$ cat config.mk
export PLATFORM = sky130hd
export DESIGN_NAME = alu_sequencer_flat
export DESIGN_NICKNAME = d
export VERILOG_FILES = /design/src/rtl/alu_pkg.sv /design/src/rtl/alu_sequencer_if.sv /design/src/rtl/alu_core.sv /design/src/rtl/alu_sequencer.sv /design/src/flat_wrapper.sv
export SDC_FILE = /design/constraint.sdc
export NUM_CORES = 1
export LEC_CHECK = 0
export BUFFER_PORTS_ARGS = -buffer_cell sky130_fd_sc_hd__buf_2
export CORE_UTILIZATION = 60
export DETAILED_ROUTE_END_ITERATION = 7
export PLACE_DENSITY_LB_ADDON = 0.3
export SETUP_SLACK_MARGIN = 0.3
export SLEW_MARGIN = 20
export SYNTH_ARGS = -nofsm -noshare
export SYNTH_HDL_FRONTEND = slang
export SYNTH_SLANG_ARGS = --single-unit
export TNS_END_PERCENT = 5
$ cat constraint.sdc
create_clock -name clk -period 7.5 [get_ports clk]
set_clock_uncertainty 0.1 [all_clocks]
set_input_delay 1.5 -clock clk [delete_from_list [all_inputs] [get_ports clk]]
set_output_delay 1.5 -clock clk [all_outputs]
set_load 0.01 [all_outputs]
$ cat src/rtl/alu_pkg.sv
// Shared types for the ALU operand-entry sequencer.
// Holds FSM states, ALU opcodes and flag bit positions.
package alu_pkg;

  typedef enum logic [1:0] {
    WAIT_A  = 2'd0,
    WAIT_B  = 2'd1,
    WAIT_OP = 2'd2,
    SHOW    = 2'd3
  } state_t;

  typedef enum logic [1:0] {
    OP_ADD = 2'b00,
    OP_SUB = 2'b01,
    OP_OR  = 2'b10,
    OP_AND = 2'b11
  } opcode_t;

  localparam int FLAG_N = 3;
  localparam int FLAG_C = 2;
  localparam int FLAG_Z = 1;
  localparam int FLAG_V = 0;

endpackage

$ cat src/rtl/alu_sequencer_if.sv
// Front-panel bus: switches/buttons in, display/LEDs out.
// master = panel side (drives DataIn/Enter/Undo), slave = sequencer.
interface alu_sequencer_if #(
  parameter int N = 8
);
  logic [N-1:0] DataIn;
  logic         Enter;
  logic         Undo;
  logic [N-1:0] ToDisplay;
  logic [3:0]   Flags;
  logic [1:0]   State;

  modport master (
    output DataIn, Enter, Undo,
    input  ToDisplay, Flags, State
  );

  modport slave (
    input  DataIn, Enter, Undo,
    output ToDisplay, Flags, State
  );
endinterface

$ cat src/rtl/alu_core.sv
// Combinational four-function ALU: A, B, OpCode -> Result, Flags.
// Flags = {N, C, Z, V}; C and V are forced to 0 for logic ops.
module alu_core
  import alu_pkg::*;
#(
  parameter int N = 8
) (
  input  logic [N-1:0] A,
  input  logic [N-1:0] B,
  input  logic [1:0]   OpCode,
  output logic [N-1:0] Result,
  output logic [3:0]   Flags
);

  logic [N:0] sum;
  logic       arith;
  logic       ovf;
  opcode_t    op;

  assign op = opcode_t'(OpCode);

  always_comb begin
    sum   = '0;
    arith = 1'b0;
    ovf   = 1'b0;
    unique case (op)
      OP_ADD: begin
        sum   = {1'b0, A} + {1'b0, B};
        arith = 1'b1;
        ovf   = (A[N-1] == B[N-1]) &&
                (sum[N-1] != A[N-1]);
      end
      OP_SUB: begin
        // Carry out set means no borrow.
        sum   = {1'b0, A} + {1'b0, ~B}
              + {{N{1'b0}}, 1'b1};
        arith = 1'b1;
        ovf   = (A[N-1] != B[N-1]) &&
                (sum[N-1] != A[N-1]);
      end
      OP_OR:  sum = {1'b0, A | B};
      OP_AND: sum = {1'b0, A & B};
      default: sum = '0;
    endcase
  end

  assign Result = sum[N-1:0];

  always_comb begin
    Flags         = 4'b0000;
    Flags[FLAG_N] = sum[N-1];
    Flags[FLAG_C] = arith & sum[N];
    Flags[FLAG_Z] = (sum[N-1:0] == '0);
    Flags[FLAG_V] = ovf;
  end

endmodule

$ cat src/rtl/alu_sequencer.sv
// Operand-entry controller: Enter edges load A, B, opcode, then show.
// Ports: clk, reset (sync, high); bus = alu_sequencer_if.slave.
module alu_sequencer
  import alu_pkg::*;
#(
  parameter int N = 8
) (
  input logic              clk,
  input logic              reset,
  alu_sequencer_if.slave   bus
);

  state_t       state;
  logic         enter_q;
  logic         undo_q;
  logic [N-1:0] a_reg;
  logic [N-1:0] b_reg;
  logic [1:0]   op_reg;
  logic [N-1:0] res_reg;
  logic [3:0]   flg_reg;

  logic         enter_edge;
  logic         undo_edge;
  logic [N-1:0] alu_res;
  logic [3:0]   alu_flg;

  assign enter_edge = bus.Enter & ~enter_q;
  assign undo_edge  = bus.Undo  & ~undo_q;

  alu_core #(.N(N)) u_core (
    .A      (a_reg),
    .B      (b_reg),
    .OpCode (bus.DataIn[1:0]),
    .Result (alu_res),
    .Flags  (alu_flg)
  );

  always_ff @(posedge clk) begin
    if (reset) begin
      state   <= WAIT_A;
      enter_q <= 1'b0;
      undo_q  <= 1'b0;
      a_reg   <= '0;
      b_reg   <= '0;
      op_reg  <= 2'b00;
      res_reg <= '0;
      flg_reg <= 4'b0000;
    end else begin
      enter_q <= bus.Enter;
      undo_q  <= bus.Undo;
      // Undo takes priority; a coincident Enter is dropped.
      if (undo_edge) begin
        unique case (state)
          WAIT_A:  state <= WAIT_A;
          WAIT_B:  state <= WAIT_A;
          WAIT_OP: state <= WAIT_B;
          SHOW:    state <= WAIT_OP;
          default: state <= WAIT_A;
        endcase
      end else if (enter_edge) begin
        unique case (state)
          WAIT_A: begin
            a_reg <= bus.DataIn;
            state <= WAIT_B;
          end
          WAIT_B: begin
            b_reg <= bus.DataIn;
            state <= WAIT_OP;
          end
          WAIT_OP: begin
            op_reg  <= bus.DataIn[1:0];
            res_reg <= alu_res;
            flg_reg <= alu_flg;
            state   <= SHOW;
          end
          SHOW: begin
            // Chain: result becomes the next operand A.
            a_reg <= res_reg;
            state <= WAIT_B;
          end
          default: state <= WAIT_A;
        endcase
      end
    end
  end

  assign bus.ToDisplay = (state == SHOW) ? res_reg : bus.DataIn;
  assign bus.Flags     = (state == SHOW) ? flg_reg : 4'b0000;
  assign bus.State     = state;

endmodule

$ cat src/flat_wrapper.sv
// flat-port wrapper written by rule: the top's interface ports become plain ports
module alu_sequencer_flat import alu_pkg::*;
#(
  parameter int N = 8
)
  (clk, reset, bus_DataIn, bus_Enter, bus_Undo, bus_ToDisplay, bus_Flags, bus_State);
  alu_sequencer_if #(.N(N)) bus_i ();
  input logic clk;
  input logic reset;
  input wire logic [$bits(bus_i.DataIn)-1:0] bus_DataIn;
  input wire logic [$bits(bus_i.Enter)-1:0] bus_Enter;
  input wire logic [$bits(bus_i.Undo)-1:0] bus_Undo;
  output wire logic [$bits(bus_i.ToDisplay)-1:0] bus_ToDisplay;
  output wire logic [$bits(bus_i.Flags)-1:0] bus_Flags;
  output wire logic [$bits(bus_i.State)-1:0] bus_State;
  assign bus_i.DataIn = bus_DataIn;
  assign bus_i.Enter = bus_Enter;
  assign bus_i.Undo = bus_Undo;
  assign bus_ToDisplay = bus_i.ToDisplay;
  assign bus_Flags = bus_i.Flags;
  assign bus_State = bus_i.State;
  alu_sequencer #(.N(N)) u_core (.clk(clk), .reset(reset), .bus(bus_i));
endmodule
==> flow_metrics.py, run 1 <==
metrics = {
    "global_routing": {
        "grtUsageTotal": 0.2620,
        "antenna_found_initial": 0,
        "grt_pass1_vias": 1828,
        "grt_max_degree": 33,
        "grt_pass1_wl_um": 8369,
        "overflow": 0,
    },
    "cts": {
        "insertion_delay_ps": 290,
        "cts-root-buf": "clkbuf_8",
        "cts_buffers": 5,
        "cts.sink_count": 31,
        "cts.clk_slew.worst_paths_ps": 60,
        "cts_resized": 0,
        "cts.path.max_buffers": 2,
        "cts_tree": "built",
        "holdBufCountCts": 0,
        "htreeDepth": 2,
        "postCtsSetupBuffers": 0,
    },
    "setup_path": {
        "timing.rr.end": "u_core.flg_reg[1]",
        "arrival_ps": 2580,
        "crit_path_max_fanout": 15,
        "setup.worst_path.end_class": "output pin",
        "required_ps": 5900,
        "crit_start": "bus_DataIn[1]",
        "worstSetupPathType": "in2out",
        "r2r_setup_slack_ps": 4560,
        "crit_end": "bus_ToDisplay[1]",
        "cp-start-kind": "input pin",
        "reg2regPathDepth": 9,
        "r2r_start": "u_core.a_reg[0]",
    },
    "floorplanning": {
        "die_w_um": 65.44,
        "dieArea_um2": 4282,
        "io_pins": 26,
        "start_util": 0.6403,
        "die_h_um": 65.44,
        "core_area_um2": 3771,
        "rows": 22,
    },
    "timing": {
        "fmax_mhz": 239.2,
        "rsz0062_at_grt": "no",
        "fin_setup_tns_ps": 0,
        "finalCritPeriodShare": 0.5574,
        "relSlewSlack": 0.4488,
        "finalSetupViolations": 0,
        "hold_viol": 0,
        "worstMarginPinSlew_ps": 825.1,
        "min_period_ps": 4180,
        "report.final.slew_viol_count": 0,
    },
    "layout": {
        "fin_nets": 351,
        "area_delta_synth_final_pct": 6.736,
        "diodes": 0,
        "final_common_cell": "nand2_1",
        "drive_gt1_frac": 0.1586,
        "final_cell_mix": "33 x nand2_1, 31 x dfxtp_1, 28 x ha_1",
        "fin_util": 0.6835,
    },
    "yosys": {
        "synth_seq_cells": 31,
        "synth_edf_count": 0,
        "syn_area_um2": 2415,
        "syn_nets": 336,
        "synthArstFlopShare": 0,
        "yosys_warnings": 0,
        "yosys_most_used_dff": "dfxtp_1",
        "synth_cell_types": 46,
        "syn_avg_cell_area_um2": 8.214,
        "netlist_instances": 294,
        "ys_seq_area_frac": 0.2570,
    },
    "placed_design": {
        "gp_congestion": 0.9036,
        "port_buffers": 25,
        "dp_hpwl_um": 3866,
    },
    "detailed_routing": {
        "drc": 0,
        "initialDrtViolationCount": 176,
        "route.detailed.wl_per_inst_um": 14.38,
        "viasPerCell": 5.669,
        "num_vias": 2024,
        "drtAntennaViolNets": 0,
        "wl_um": 5134,
        "firstDrtPassIters": 4,
    },
    "job": {
        "cap_violations": 0,
    },
    "min_path": {
        "min_path_cells": 2,
        "hp-class": "reg2reg",
    },
    "power_and_ir_drop": {
        "ir_drop_uv": 123.6,
        "power_density_nw_per_um2": 149.0,
        "p_leak_nw": 1.067,
    },
    "run_status": {
        "status": "completed",
    },
}
==> worst min-delay path by stage <==
| stage | startpoint | end | slack, ps |
|---|---|---|---|
| 2_1_floorplan | u_core.flg_reg[0] | u_core.flg_reg[0] | 330 |
| 3_3_place_gp | u_core.flg_reg[0] | u_core.flg_reg[0] | 340 |
| 3_5_place_dp | u_core.res_reg[4] | u_core.res_reg[4] | 350 |
| 4_1_cts | u_core.res_reg[4] | u_core.res_reg[4] | 360 |
| 5_1_grt | u_core.flg_reg[0] | u_core.flg_reg[0] | 380 |
| 6_report | u_core.flg_reg[0] | u_core.flg_reg[0] | 360 |
==> area by class of cell <==
type                       count  area (µm²)
multi-input combinational    218        1579
fill                         302        1194
sequential                    31       620.6
timing repair buffer          25       125.1
inverter                      28       105.1
clock buffer                   6       82.58
tap                           48       60.06
clock inverter                 1       5.005
==> critical path, cell delays in order <==
cell      delay [ps]
buf_2            260
clkinv_1         310
o21ai_0          320
buf_2            180
==> Yosys cell counts (all sizes together), types with 4 or more instances <==
library cell	number	area, µm²
a21oi	23	115.1
a31oi	5	31.28
and2	5	31.28
buf	7	72.56
clkbuf	10	37.54
dfxtp	31	620.6
ha	28	350.3
inv	27	101.4
mux2	7	78.83
mux2i	11	110.1
nand2	33	123.9
nand3	13	65.06
nor2	25	96.35
nor2b	6	45.04
o21a	4	30.03
o21ai	9	45.04
xnor2	5	43.79
==> routing by layer <==
| metal | part of all wire | vias to the layer above | track usage | routed length (µm) |
|---|---|---|---|---|
| li1 | - | 1030 | - | - |
| met1 | 0.43 | 918 | 0.3153 | 2224 |
| met2 | 0.48 | 61 | 0.4343 | 2489 |
| met3 | 0.047 | 15 | 0.06424 | 242 |
| met4 | 0.034 | 0 | 0.1250 | 177 |
| met5 | 0 | - | 0 | 0 |
==> cell families (layout without fill, tap and decap cells) <==
kind of cell / Yosys count / count (layout) / share of synthesized area
mux: 21 / 21 / 0.1062
compound gates: 63 / 63 / 0.1674
buf+inv: 45 / 60 / 0.08912
simple gates: 96 / 96 / 0.1896
fa+ha+maj: 30 / 30 / 0.1617
xor+xnor: 8 / 8 / 0.02902
flops: 31 / 31 / 0.2570
==> report_power, final <==
part           switching, mW  internal, mW  total [mW]
sequential           0.00476         0.169       0.174
combinational         0.0452        0.0324      0.0777
clock                 0.0608        0.0718       0.133
==> through the flow <==
| stage | hold WS, ps | instance area (µm²) | instances | setup WS (ps) | power, mW |
|---|---|---|---|---|---|
| floorplan | 331.7 | 2415 | 294 | 3823 | 0.2381 |
| global placement | 341.1 | 2490 | 350 | 3341 | 0.2535 |
| detailed placement | 351.4 | 2490 | 350 | 3291 | 0.2548 |
| CTS | 360.2 | 2577 | 357 | 3284 | 0.3859 |
| global route | 376.3 | 2577 | 357 | 3155 | 0.4020 |
| finish | 361.0 | 2577 | 357 | 3320 | 0.3841 |
Note: power is estimated with default switching activity, not from simulation.
==> run 2: changes to the inputs <==
--- a/config.mk
+++ b/config.mk
@@ -6,7 +6,7 @@
 export NUM_CORES = 1
 export LEC_CHECK = 0
 export BUFFER_PORTS_ARGS = -buffer_cell sky130_fd_sc_hd__buf_2
-export CORE_UTILIZATION = 60
+export CORE_UTILIZATION = 59
 export DETAILED_ROUTE_END_ITERATION = 7
 export PLACE_DENSITY_LB_ADDON = 0.3
 export SETUP_SLACK_MARGIN = 0.3
==> constraint.sdc (replaced) <==
create_clock -name clk -period 4.4 [get_ports clk]
set_clock_uncertainty 0.1 [all_clocks]
set_input_delay 0.88 -clock clk [delete_from_list [all_inputs] [get_ports clk]]
set_output_delay 0.88 -clock clk [all_outputs]
set_load 0.01 [all_outputs]
==> run 2 against run 1 <==
Effect of this change:
- critical path depth is 5 higher
- critical endpoint is now u_core.res_reg[7]
- count of clock-buffer cells in the layout increased by 2
- flip-flop and latch count stayed put
- worst hold slack better by 5.8 ps
- sequential power increased by 70%
- largest power group unchanged
- global-route usage rose by 1.4 points
- die area up 1.6%
- final cell count up 0.56%
==> flow_metrics.py, run 2 (synthesized netlist as in run 1, its figures left out) <==
metrics = {
    "min_path": {
        "holdPathEnd": "u_core.res_reg[4]",
        "hp-class": "reg2reg",
        "min_from": "u_core.res_reg[4]",
        "min_path_cells": 2,
    },
    "cts": {
        "holdBufCountCts": 0,
        "postCtsSetupBuffers": 0,
        "cts.sink_count": 31,
        "cts_tree": "built",
        "cts.clk_slew.worst_paths_ps": 70,
        "insertion_delay_ps": 280,
        "cts_resized": 0,
        "htreeDepth": 2,
        "cts-root-buf": "clkbuf_8",
        "cts.path.max_buffers": 2,
        "cts_buffers": 5,
    },
    "power_and_ir_drop": {
        "p_total_uw": 679.9,
        "power_density_nw_per_um2": 261.8,
        "p_leak_nw": 1.077,
        "ir_drop_uv": 238.6,
    },
    "timing": {
        "rsz0062_at_grt": "no",
        "finalSetupViolations": 0,
        "hold_viol": 0,
        "worstMarginPinSlew_ps": 638.9,
        "min_period_ps": 2976,
        "fin_setup_tns_ps": 0,
        "fmax_mhz": 336.0,
        "finalCritPeriodShare": 0.6764,
        "report.final.slew_viol_count": 0,
        "whs_ps": 366.8,
        "relSlewSlack": 0.5631,
    },
    "global_routing": {
        "grt_max_degree": 33,
        "grtUsageTotal": 0.2756,
        "grt_pass1_wl_um": 9149,
        "grt_pass1_vias": 2002,
        "antenna_found_initial": 0,
        "overflow": 0,
    },
    "floorplanning": {
        "dieArea_um2": 4353,
        "die_h_um": 65.98,
        "rows": 22,
        "io_pins": 26,
        "core_area_um2": 3799,
        "start_util": 0.6357,
        "die_w_um": 65.98,
    },
    "setup_path": {
        "arrival_ps": 3080,
        "crit_path_max_fanout": 12,
        "worstSetupPathType": "reg2reg",
        "cp-start-kind": "flop",
        "setup.worst_path.end_class": "flop",
        "r2r_start": "u_core.a_reg[3]",
        "timing.rr.end": "u_core.res_reg[7]",
        "required_ps": 4500,
        "reg2regPathDepth": 9,
        "r2r_setup_slack_ps": 1420,
    },
    "layout": {
        "area_delta_synth_final_pct": 7.565,
        "diodes": 0,
        "stdcell_count": 359,
        "final_cell_mix": "33 x nand2_1, 31 x dfxtp_1, 28 x ha_1",
        "fin_nets": 352,
        "drive_gt1_frac": 0.1608,
        "fillCellCount": 334,
        "final_common_cell": "nand2_1",
    },
    "detailed_routing": {
        "viasPerCell": 5.741,
        "drc": 0,
        "wl_um": 5573,
        "initialDrtViolationCount": 116,
        "drtAntennaViolNets": 0,
        "num_vias": 2061,
        "firstDrtPassIters": 4,
        "route.detailed.wl_per_inst_um": 15.52,
    },
    "job": {
        "cap_violations": 0,
    },
    "placed_design": {
        "gp_congestion": 0.9092,
        "port_buffers": 25,
        "dp_cells": 351,
        "dp_hpwl_um": 4049,
    },
    "run_status": {
        "status": "completed",
    },
}
-- run 2: cell type report --
class	instances	area, µm²	area share
Sequential cell	31	620.6	0.2389
Inverter	28	105.1	0.04046
Clock buffer	8	100.1	0.03854
Timing Repair Buffer	26	132.6	0.05106
Multi-Input combinational cell	218	1579	0.6079
Tap cell	48	60.06	0.02312
-- run 2: worst max-delay path by stage --
stage	from	end	slack (ps)	cells after the start
2_1_floorplan	u_core.b_reg[0]	u_core.flg_reg[1]	1690	10
3_3_place_gp	bus_DataIn[1]	bus_ToDisplay[1]	1510	4
3_5_place_dp	bus_DataIn[1]	bus_ToDisplay[1]	1460	4
4_1_cts	bus_DataIn[1]	bus_ToDisplay[1]	1460	4
5_1_grt	u_core.a_reg[3]	u_core.res_reg[7]	1200	9
6_report	u_core.a_reg[3]	u_core.res_reg[7]	1420	9
-- run 2: per-layer routing --
layer	GRT usage	wire (µm)
met1	0.3425	2495
met5	0	0
met2	0.4860	2738
met3	0.05172	254
met4	0.06649	85
-- run 2: power by group --
| part | internal (mW) | total [mW] | switching (mW) |
|---|---|---|---|
| logic | 0.0563 | 0.138 | 0.0817 |
| clock network | 0.143 | 0.245 | 0.103 |
| registers | 0.288 | 0.296 | 0.00818 |
| total | 0.487 | 0.680 | 0.193 |
-- run 2: worst max-delay path, cell delays in order (launching register included) --
cell	delay, ps
dfxtp_1	430
inv_1	70
ha_1	510
nor3_1	90
a2111oi_0	620
o31ai_1	230
xor2_1	190
o21ai_0	320
o211ai_1	180
a21oi_1	170
-- run 2: metrics by stage --
stage / cell area (µm²) / worst slack, ps / util
CTS: 2597 / 1461 / 0.6838
global placement: 2497 / 1515 / 0.6574
detailed placement: 2497 / 1460 / 0.6574
finish: 2597 / 1424 / 0.6838
global route: 2597 / 1197 / 0.6838
floorplan: 2415 / 1694 / -
